<file path="src/rtl/plane_cache_loader.sv">
// Loads one HUB75 row pair from the RGB frame RAM, extracts a single bit-plane
// per colour and writes WIDTH 6-bit words into the line cache.
module plane_cache_loader #(
    parameter int WIDTH      = 64,
    parameter int HALF_ROWS  = 16,
    parameter int COLOR_BITS = 8,
    parameter int ADDR_W     = 11,
    parameter int COL_W      = 6,
    parameter int ROW_W      = 4,
    parameter int PLANE_W    = 3
) (
    input  logic                    clk,
    input  logic                    rst,
    input  logic                    in_CACHE,
    input  logic [ROW_W-1:0]        in_ROW,
    input  logic [PLANE_W-1:0]      in_PLANE,
    output logic                    out_MEM_RD,
    output logic [ADDR_W-1:0]       out_MEM_ADDR,
    input  logic [3*COLOR_BITS-1:0] in_MEM_DATA,
    output logic                    out_CACHE_WE,
    output logic [COL_W-1:0]        out_CACHE_WADDR,
    output logic [5:0]              out_CACHE_WDATA,
    output logic                    out_BUSY,
    output logic                    out_PLANE_READY_MM
);

    typedef enum logic [2:0] {IDLE, RD_UP, RD_LO, CAP, DONE} state_t;

    localparam logic [ADDR_W-1:0] WIDTH_A = ADDR_W'(WIDTH);
    localparam logic [ADDR_W-1:0] HALF_A  = ADDR_W'(HALF_ROWS);

    state_t               state_q, state_d;
    logic [COL_W-1:0]     col_q;
    logic [ROW_W-1:0]     row_q;
    logic [PLANE_W-1:0]   plane_q;
    logic [2:0]           upper_q;

    logic [COLOR_BITS-1:0] r_ch, g_ch, b_ch;
    logic [2:0]            plane_bits;
    logic                  last_col;
    logic [ADDR_W-1:0]     upper_addr, lower_addr;

    assign r_ch       = in_MEM_DATA[3*COLOR_BITS-1:2*COLOR_BITS];
    assign g_ch       = in_MEM_DATA[2*COLOR_BITS-1:COLOR_BITS];
    assign b_ch       = in_MEM_DATA[COLOR_BITS-1:0];
    assign plane_bits = {r_ch[plane_q], g_ch[plane_q], b_ch[plane_q]};
    assign last_col   = (col_q == COL_W'(WIDTH - 1));
    assign upper_addr = ADDR_W'(row_q) * WIDTH_A + ADDR_W'(col_q);
    assign lower_addr = (ADDR_W'(row_q) + HALF_A) * WIDTH_A + ADDR_W'(col_q);

    always_ff @(posedge clk or negedge rst) begin
        if (!rst) begin
            state_q <= IDLE;
        end else begin
            state_q <= state_d;
        end
    end

    always_ff @(posedge clk or negedge rst) begin
        if (!rst) begin
            col_q   <= '0;
            row_q   <= '0;
            plane_q <= '0;
            upper_q <= '0;
        end else begin
            case (state_q)
                IDLE: begin
                    if (in_CACHE) begin
                        col_q   <= '0;
                        row_q   <= in_ROW;
                        plane_q <= in_PLANE;
                    end
                end
                RD_LO: upper_q <= plane_bits;
                CAP: begin
                    if (!last_col) begin
                        col_q <= col_q + 1'b1;
                    end
                end
                default: ;
            endcase
        end
    end

    always_comb begin
        state_d = state_q;
        case (state_q)
            IDLE:    if (in_CACHE) state_d = RD_UP;
            RD_UP:   state_d = RD_LO;
            RD_LO:   state_d = CAP;
            CAP:     state_d = last_col ? DONE : RD_UP;
            DONE:    state_d = IDLE;
            default: state_d = IDLE;
        endcase
    end

    // Lower-row bits go to the cache straight from the RAM data bus in CAP.
    always_comb begin
        out_MEM_RD         = 1'b0;
        out_MEM_ADDR       = '0;
        out_CACHE_WE       = 1'b0;
        out_CACHE_WADDR    = '0;
        out_CACHE_WDATA    = '0;
        out_PLANE_READY_MM = 1'b0;
        out_BUSY           = (state_q != IDLE);
        case (state_q)
            RD_UP: begin
                out_MEM_RD   = 1'b1;
                out_MEM_ADDR = upper_addr;
            end
            RD_LO: begin
                out_MEM_RD   = 1'b1;
                out_MEM_ADDR = lower_addr;
            end
            CAP: begin
                out_CACHE_WE    = 1'b1;
                out_CACHE_WADDR = col_q;
                out_CACHE_WDATA = {upper_q, plane_bits};
            end
            DONE:    out_PLANE_READY_MM = 1'b1;
            default: ;
        endcase
    end

endmodule

</file>
<file path="config.mk">
export PLATFORM = sky130hd
export DESIGN_NAME = plane_cache_loader
export DESIGN_NICKNAME = d
export VERILOG_FILES = /design/src/rtl/plane_cache_loader.sv
export SDC_FILE = /design/constraint.sdc
export NUM_CORES = 1
export LEC_CHECK = 0
export ABC_AREA = 1
export BUFFER_PORTS_ARGS = -buffer_cell sky130_fd_sc_hd__buf_2
export CELL_PAD_IN_SITES_DETAIL_PLACEMENT = 1
export CELL_PAD_IN_SITES_GLOBAL_PLACEMENT = 1
export CORE_ASPECT_RATIO = 0.8
export CORE_MARGIN = 2
export CORE_UTILIZATION = 31
export CTS_BUF_LIST = sky130_fd_sc_hd__clkbuf_8
export DETAILED_ROUTE_END_ITERATION = 8
export GPL_ROUTABILITY_DRIVEN = 0
export PLACE_DENSITY = 0.8
export SETUP_SLACK_MARGIN = 0.15
export SLEW_MARGIN = 10
export SYNTH_ARGS = -nofsm -noshare
export SYNTH_HDL_FRONTEND = slang
export SYNTH_SLANG_ARGS = --single-unit
</file>
<file path="constraint.sdc">
create_clock -name clk -period 1.78 [get_ports clk]
set_input_delay 0.356 -clock clk [delete_from_list [all_inputs] [get_ports clk]]
set_output_delay 0.356 -clock clk [all_outputs]
set_load 0.02 [all_outputs]
</file>
-- After elaboration in Yosys (flattened, before gate mapping)
Cells that the tools add are included.
- $add $sub $neg: 4
- $mul: 0
- equality and inequality tests: 7
- divide/modulo/power cells: 0
- mux-type cells: 18
- shift-type cells: 0
- order comparisons: 1
- bitwise gates (word level): 0
- reductions and logical operators: 6
- operators by type and width (cell ; number):
    $mux 6 ; 4
    $pmux 11 s2 ; 1
    $pmux 3 s4 ; 1
    $pmux 6 s2 ; 1
    $add 10x6->11 ; 1
    $add 11x6->11 ; 1
    $bmux 1 s3 ; 3
    $add 6x1->6 const B ; 1
    $eq 3x2->1 const B ; 2
    $eq 6x6->1 const B ; 1
    $mux 1 ; 6
    $mux 3 ; 2
    $add 4x5->5 const B ; 1
    $lt 3x4->1 const B ; 1
    $ne 2x2->1 const B ; 2
    $eq 3x1->1 const B ; 1
    $eq 3x3->1 const B ; 1
    $logic_not 3->1 ; 1
    $reduce_and 3->1 ; 1
    $reduce_bool 3->1 ; 1
    $reduce_and 2->1 ; 1
    $reduce_bool 2->1 ; 1
    $reduce_or 2->1 ; 1
- ROM bits: 0
- memories: 0
- latch bits: 0
- register bits: 19
- RAM bits: 0

-- Logic depth before layout (Yosys ltp)
Gate-level depths: netlist (run 1).
- word-level depth: 3
- depth in mapped cells: 9

-- Worst setup path before layout (run 1)
OpenSTA, ideal clock, no wires.
- kind: reg2out
- from: reg state_q[2]
- to: out out_MEM_ADDR[0]
- stages on the path, launching flop included: 7
- path buffers: 1
- arrival: 1320 ps
- required time: 1424 ps
- path slack: 104 ps
- cells stage by stage: dfrtp_1 -> inv_1 -> nand3_2 -> inv_2 -> nor2_2 -> buf_2 -> nor2_1
- word-level cells in the longest chain between the ends: 2
- elaborated cells between the ends (all ways): 3
- those cells by class: eq/ne: 2; mux: 1
- ends and longest elaborated chain (element ; line ; text):
    start: declaration ; 32 ; state_t state_q, state_d;
    start signal: assignment ; 55 ; state_q <= state_d;
    $eq 3x2->1 / $eq 3x1->1 (equally long branches) ; 106 ; case (state_q)
    $pmux 11 s2 (*) ; 106 ;
    end: declaration ; 18 ; output logic [ADDR_W-1:0] out_MEM_ADDR,
Mark *: on every way between the ends. The rest lies on a longest branch, timed or not.

-- Worst setup path after layout (run 1)
- from: reg state_q[0]
- to: out out_MEM_ADDR[6]
The elaborated chain is that of the path after synthesis.

==> run metrics, run 1 <==
post-synthesis cell type with the largest combined area=dfrtp_1; worst endpoint data arrival time=about 1.5 ns; family with the most delay on the worst path=buffers and inverters; total overflow reported by the global router=0; synthesized instance count=222; Horiz. Die Dim=a little under 80 um; cts bufs inserted=3; Setup TNS Final=-1.203 ns; worst setup path startpoint=state_q[0]; power per cell area=approximately 1700 nW/um^2; data required time of the worst path=roughly 1.4 ns; Top Ports=61; fin util=a little under three fifths; global-route wire length before repair=between 7000 and 8000 um; total count of hold-check failures in the final report=0; floorplan core area=4178 sq um; GRT Resource Usage Total=between 10% and 20%; worst slew margin relative to its limit=69.97%; netlist area before placement=approximately 1300 sq um; CTS tree=yes; failing checks=setup timing; final worst-path cycle share=105.6%; count of synthesis-stage warnings from yosys=0; Max H-tree Level=1; Max rail drop VDD=about 0.92 mV; top routing layer used=met4; final worst hold slack=0.02276 ns; final cell count without fillers=~370; final setup margin=-0.1000 ns; total of flip-flops plus latches after synthesis=19; RSZ-0062 raised after global routing=true; violation count after the first detailed-routing iteration=80; number of iterations in the first detailed-routing pass=4; transition at the pin with the smallest max-transition slack=roughly 0.45 ns; Inst Count DP=338; Highest Clock Rate=about 530 MHz; vias per cell=roughly 4.7; number of nets in the finished design=around 350; Initial Util=~32%; Final Max Tran Viols=0; Residual DRC=0; routed wl met2=approximately 2800 um; max capacitance violation total=0; largest cells by area after synthesis=dfrtp_1, nand2_1, inv_1; maximum number of buffers from clock root to sink=2; hold_buf cts=0; clock tree skew after final layout=0.001000 ns; element type at the critical path end=primary output; full die area=roughly 4900 sq um; Detail Route met3 WL=253 um; result of the run=finished, violations left; nature of the critical path startpoint=register; crit-path max cell delay=between 0.4 and 0.5 ns; Detail Placement HPWL=approximately 3100 um; Pwr Total=4.016 mW; maximum net fanout on the critical path=5; reg-to-reg slack, setup=between 0.15 and 0.2 ns; M1 WL=2518 um; slowest cell on the critical path=dfrtp_1; count of endpoints failing setup in the final report=22; depth of the most critical reg-to-reg path=9; chain of cells forming the critical path=inv_2 > nand3_2 > inv_2 > nor2_4 > buf_8 > nor2_2 > buf_6; Root Driver=clkbuf_8; synthesized area divided by synthesized cell count=between 6 and 7 sq um; Vert. Die Dim=62.78 um; number of filler instances in the final layout=~550; Yosys top cell area share=about 36%; register clock-pin slew on the reported worst setup and hold paths=0.08 ns; library cell appearing most often on the critical path=inv_2; part of the Yosys area used for sequential elements=roughly 36%; number of nets with antenna violations after detailed routing=0; capturing point of the worst reg2reg path=col_q[3]; Worst R2R Start=state_q[0]; classification of the worst-slack hold path=input pin to asynchronous set/reset pin; total wire length after detailed routing=~5700 um; average routed wire per standard cell=15.44 um; syn nets=about 260; via count of the first global-routing pass=1587; clk sink count=19; Syn-to-layout area delta=72.06%; number of buffers and inverters on the critical path=4; number of antenna violations at the first check in global routing=0; Antenna Diode Count=0; time the worst path needs with I/O delays and setup=between 1.5 and 2 ns; maximum number of pins on one net before global-route repair=20; distinct cell type count after synthesis=21; share of post-route cells with drive strength above 1=a little under half; total number of placement rows=21; count of input and output buffers=60; clock latency on the worst-skew pair=between 0.2 and 0.3 ns; count of vias placed by the detailed router=between 1500 and 2000; critical setup path kind=register to primary output; cell leakage power=1.284 nW
synthesized netlist by cell type:
master / count
nand2_1: 75
inv_1: 47
nor2_1: 30
dfrtp_1: 19
nand3_1: 17
a21oi_1: 11
buf_2: 4
nor3_1: 3
inv_2: 2
nand3_2: 2
nand4_1: 2
a31oi_1: 1
buf_4: 1
clkbuf_2: 1
ha_1: 1
nand2_2: 1
nor2_2: 1
nor2_4: 1
nor3b_1: 1
o21ai_2: 1
or2_2: 1
layer usage:
metal	vias up	GRT usage (%)
li1	833	-
met1	818	24.26
met2	55	31.30
met3	13	3.179
met4	0	4.688
met5	-	0
per-stage QoR:
step | instance area [sq um] | worst slack [ns]
after floorplan | 1343 | 0.1040
after CTS | 1959 | -0.003413
after global placement | 1719 | 0.2211
after global routing | 2303 | -0.1361
final | 2303 | -0.1000
after detailed placement | 1719 | 0.1394
power by group:
| group | total (mW) | leakage, nW | internal [mW] | switching (mW) |
|---|---|---|---|---|
| logic | 2.93 | 1.03 | 1.28 | 1.65 |
| registers | 0.754 | 0.227 | 0.594 | 0.161 |
| clock network | 0.329 | 0.0255 | 0.156 | 0.172 |
sequential cells by signal, indices dropped and copies added (netlist names):
signal / count
row_q: 4
plane_q: 3
state_q: 3
col_q: 6
upper_q: 3
repair_timing:
action,in CTS,in global routing
resized for setup,51,64
pin swaps,0,18
endpoints found under the hold margin,0,0
gates cloned,1,1
setup buffers,6,17
setup endpoints to repair,23,33
worst register-to-register path: stages, from the launching register on:
cell	delay, ns
dfrtp_1	0.41
buf_6	0.13
nand2_2	0.07
nor2_4	0.20
buf_6	0.14
buf_4	0.10
o21ai_2	0.06
a21oi_1	0.23
nand2_1	0.11
nand2_1	0.09
logic make-up after synthesis:
group / Yosys count / synth area share (%)
AOI/OAI and AO/OA: 13 / 5.234
adders and majority gates: 1 / 0.9344
DFF: 19 / 35.51
and+or+nand+nor: 134 / 42.15
buffers and inverters: 55 / 16.17
worst max-delay path by stage:
stage | endpoint | slack (ns) | cells past startpoint
after global placement | out_CACHE_WDATA[2] | 0.22 | 7
after detailed placement | out_MEM_ADDR[6] | 0.14 | 7
after global routing | out_MEM_ADDR[6] | -0.14 | 7
final | out_MEM_ADDR[6] | -0.10 | 7
after CTS | out_CACHE_WDATA[0] | -0.003 | 7
after floorplan | out_MEM_ADDR[0] | 0.10 | 6
final cells by class:
class	instances	area [sq um]	share of cell area, %
Timing Repair Buffer	90	698.2	30.31
Tap cell	57	71.32	3.096
Clock inverter	1	5.005	0.2173
Clock buffer	3	41.29	1.793
Multi-Input combinational cell	148	815.8	35.42
Sequential cell	19	480.5	20.86
Inverter	49	191.4	8.311
cells in the final DEF, fill, tap and decap left out, types with 3 or more instances in the layout:
cell / n
a21oi_1: 8
buf_2: 33
buf_4: 30
buf_6: 26
clkbuf_8: 3
dfrtp_1: 15
dfrtp_2: 4
inv_1: 41
inv_2: 6
nand2_1: 63
nand2_2: 12
nand3_1: 14
nand3_2: 4
nor2_1: 19
nor2_2: 4
nor2_4: 9
Note: power is estimated with default switching activity, not from simulation.
==> run 2: changes to the inputs <==
- CAP_MARGIN: default -> 20
- CORE_ASPECT_RATIO: 0.8 -> default
- GPL_ROUTABILITY_DRIVEN: 0 -> 1
==> run 2 against run 1 <==
Compared with the run above:
- the flow still finishes with violations (setup timing)
- final cell count fell by 2.2%
- die area barely moved
- count of clock-buffer cells in the layout did not move
- worst setup slack improved by 0.056 ns
- register-to-register slack got worse by 0.22 ns
- fmax rose by 3.1%
- power rose by 6.3%
- non-clock buffer count fell by 2
- via count rose by 4.2%
- sequential power rose by 2.9%
- first-iteration DRC count fell by 11%
- critical path type unchanged
- critical endpoint is now out_CACHE_WDATA[0]
- largest cell class unchanged
==> run metrics, run 2 (synthesized netlist as in run 1, its figures left out) <==
result of the run=finished, violations left; failing checks=setup timing; cell leakage power=roughly 1.3 nW; Final Max Tran Viols=0; Inst Count DP=between 300 and 400; Root Driver=clkbuf_8; element type at the critical path end=primary output; hold_buf cts=0; max capacitance violation total=0; Vert. Die Dim=about 70 um; register clock-pin slew on the reported worst setup and hold paths=~0.080 ns; number of iterations in the first detailed-routing pass=4; Max H-tree Level=1; total number of placement rows=23; Detail Placement HPWL=~3200 um; met3 routing resource usage after global routing=2.326%; cts bufs inserted=3; CTS tree=yes; maximum number of buffers from clock root to sink=2; number of flip-flops under the largest register name=6; count of endpoints failing setup in the final report=17; clock tree skew after final layout=approximately 0.0043 ns; most used routing layer=met2; global-route wire length before repair=9025 um; depth of the most critical reg-to-reg path=13; Placed Instance Area=1718 sq um; Top Ports=slightly above 60; clock latency on the worst-skew pair=0.26 ns; Highest Clock Rate=~550 MHz; leading registers by flop count=col_q (6), row_q (4); violation count after the first detailed-routing iteration=a little over 70; number of nets in the finished design=~350; Initial Util=32.76%; Residual DRC=0; reg-to-reg slack, setup=-0.04 ns; total overflow reported by the global router=0; data required time of the worst path=approximately 1.4 ns; met2 layer usage reported by global route=between 40% and 50%; transition at the pin with the smallest max-transition slack=around 0.46 ns; crit-path max cell delay=around 0.46 ns; fin util=roughly 59%; count of input and output buffers=60; final cell count without fillers=approximately 360; Antenna Diode Count=0; share of post-route cells with drive strength above 1=53.07%; Max rail drop VDD=around 1.1 mV; GRT Resource Usage Total=approximately a quarter; count of vias placed by the detailed router=1791; capturing point of the worst reg2reg path=upper_q[1]; power per cell area=roughly 1800 nW/um^2; total wire length after detailed routing=~6200 um; Horiz. Die Dim=approximately 70 um; nature of the critical path startpoint=register; chain of cells forming the critical path=buf_6 > nand2_2 > nand3_2 > nand2_2 > nand2_4 > a21oi_4 > buf_6; total count of hold-check failures in the final report=0; maximum number of pins on one net before global-route repair=20; Syn-to-layout area delta=81.40%; average routed wire per standard cell=approximately 17 um; Worst R2R Start=plane_q[0]; RSZ-0062 raised after global routing=true; final std cell area, no fill=between 2000 and 2500 sq um; GR Util met1=between 20% and 30%; worst endpoint data arrival time=1.47 ns; critical setup path kind=register to primary output; final worst-path cycle share=102.5%; final weighted congestion of routability-driven global placement=about 0.8; Pwr Total=4.268 mW; most frequent cells in the layout=nand2_1, inv_1, buf_2; clk sink count=19; number of nets with antenna violations after detailed routing=0; full die area=4860 sq um; number of filler instances in the final layout=around 520; floorplan core area=between 4000 and 5000 sq um; slowest cell on the critical path=dfrtp_2; final setup margin=-0.04428 ns; register with the most flip-flops=col_q; via count of the first global-routing pass=1970; most frequent standard cell in the layout excluding fill and tap cells=nand2_1; vias per cell=approximately 5; maximum net fanout on the critical path=6; combined area of the multi-input logic cells=a little over 900 sq um; number of antenna violations at the first check in global routing=0; FF+latch area=between 400 and 500 sq um; worst slew margin relative to its limit=69.22%; classification of the worst-slack hold path=input pin to asynchronous set/reset pin; time the worst path needs with I/O delays and setup=between 1.5 and 2 ns
[run 2: changes by cell type in the layout (fill, tap and decap cells not counted), sizes merged]
cell / before / now
inv: 49 / 50
buf: 90 / 88
[run 2: worst max-delay path by stage]
stage / slack, ns / endpoint / depth (start not counted) / startpoint
finish: -0.04 / out_CACHE_WDATA[0] / 7 / plane_q[0]
global route: -0.11 / out_CACHE_WDATA[2] / 7 / plane_q[0]
CTS: -0.03 / out_CACHE_WDATA[0] / 7 / plane_q[0]
detailed placement: 0.17 / out_CACHE_WDATA[0] / 7 / plane_q[0]
global placement: 0.21 / out_MEM_ADDR[9] / 7 / state_q[2]
floorplan: 0.10 / out_MEM_ADDR[0] / 6 / state_q[2]
[run 2: per-layer routing]
layer,wire length (um),part of all wire (%)
met2,3387,54
met4,156,2.5
met5,0,0
met1,2468,40
met3,231,3.7
[run 2: critical path, delay by kind of cell (launching register included)]
family          cells  cell delay, ns
buf+inv             2            0.29
flops               1            0.46
simple gates        4            0.31
compound gates      1            0.16
[run 2: area by class of cell]
type | count | area share (%)
tap | 50 | 2.576
sequential | 19 | 19.78
timing repair inverter | 1 | 0.2576
timing repair buffer | 88 | 29.11
clock inverter | 1 | 0.2061
clock buffer | 3 | 1.700
inverter | 49 | 7.986
multi-input combinational | 148 | 38.38
[run 2: what timing repair did]
item	CTS	global route
gates resized for setup	112	40
endpoints found under the setup margin	23	35
pin swaps	16	12
cloned	3	0
buffers inserted	15	5
[run 2: stage by stage]
step / hold slack [ns] / worst slack (ns) / TNS [ns]
6_report: 0.03399 / -0.04428 / -0.4953
5_1_grt: 0.06635 / -0.1146 / -1.454
4_1_cts: 0.04590 / -0.02813 / -0.04939
3_5_place_dp: 0.3285 / 0.1702 / 0
3_3_place_gp: 0.3225 / 0.2063 / 0
2_1_floorplan: 0.06041 / 0.1040 / 0
[run 2: power breakdown]
group	internal, mW	leakage [nW]	total, mW	switching, mW
sequential	0.594	0.227	0.776	0.182
clock	0.156	0.0255	0.317	0.161
combinational	1.35	1.05	3.18	1.82
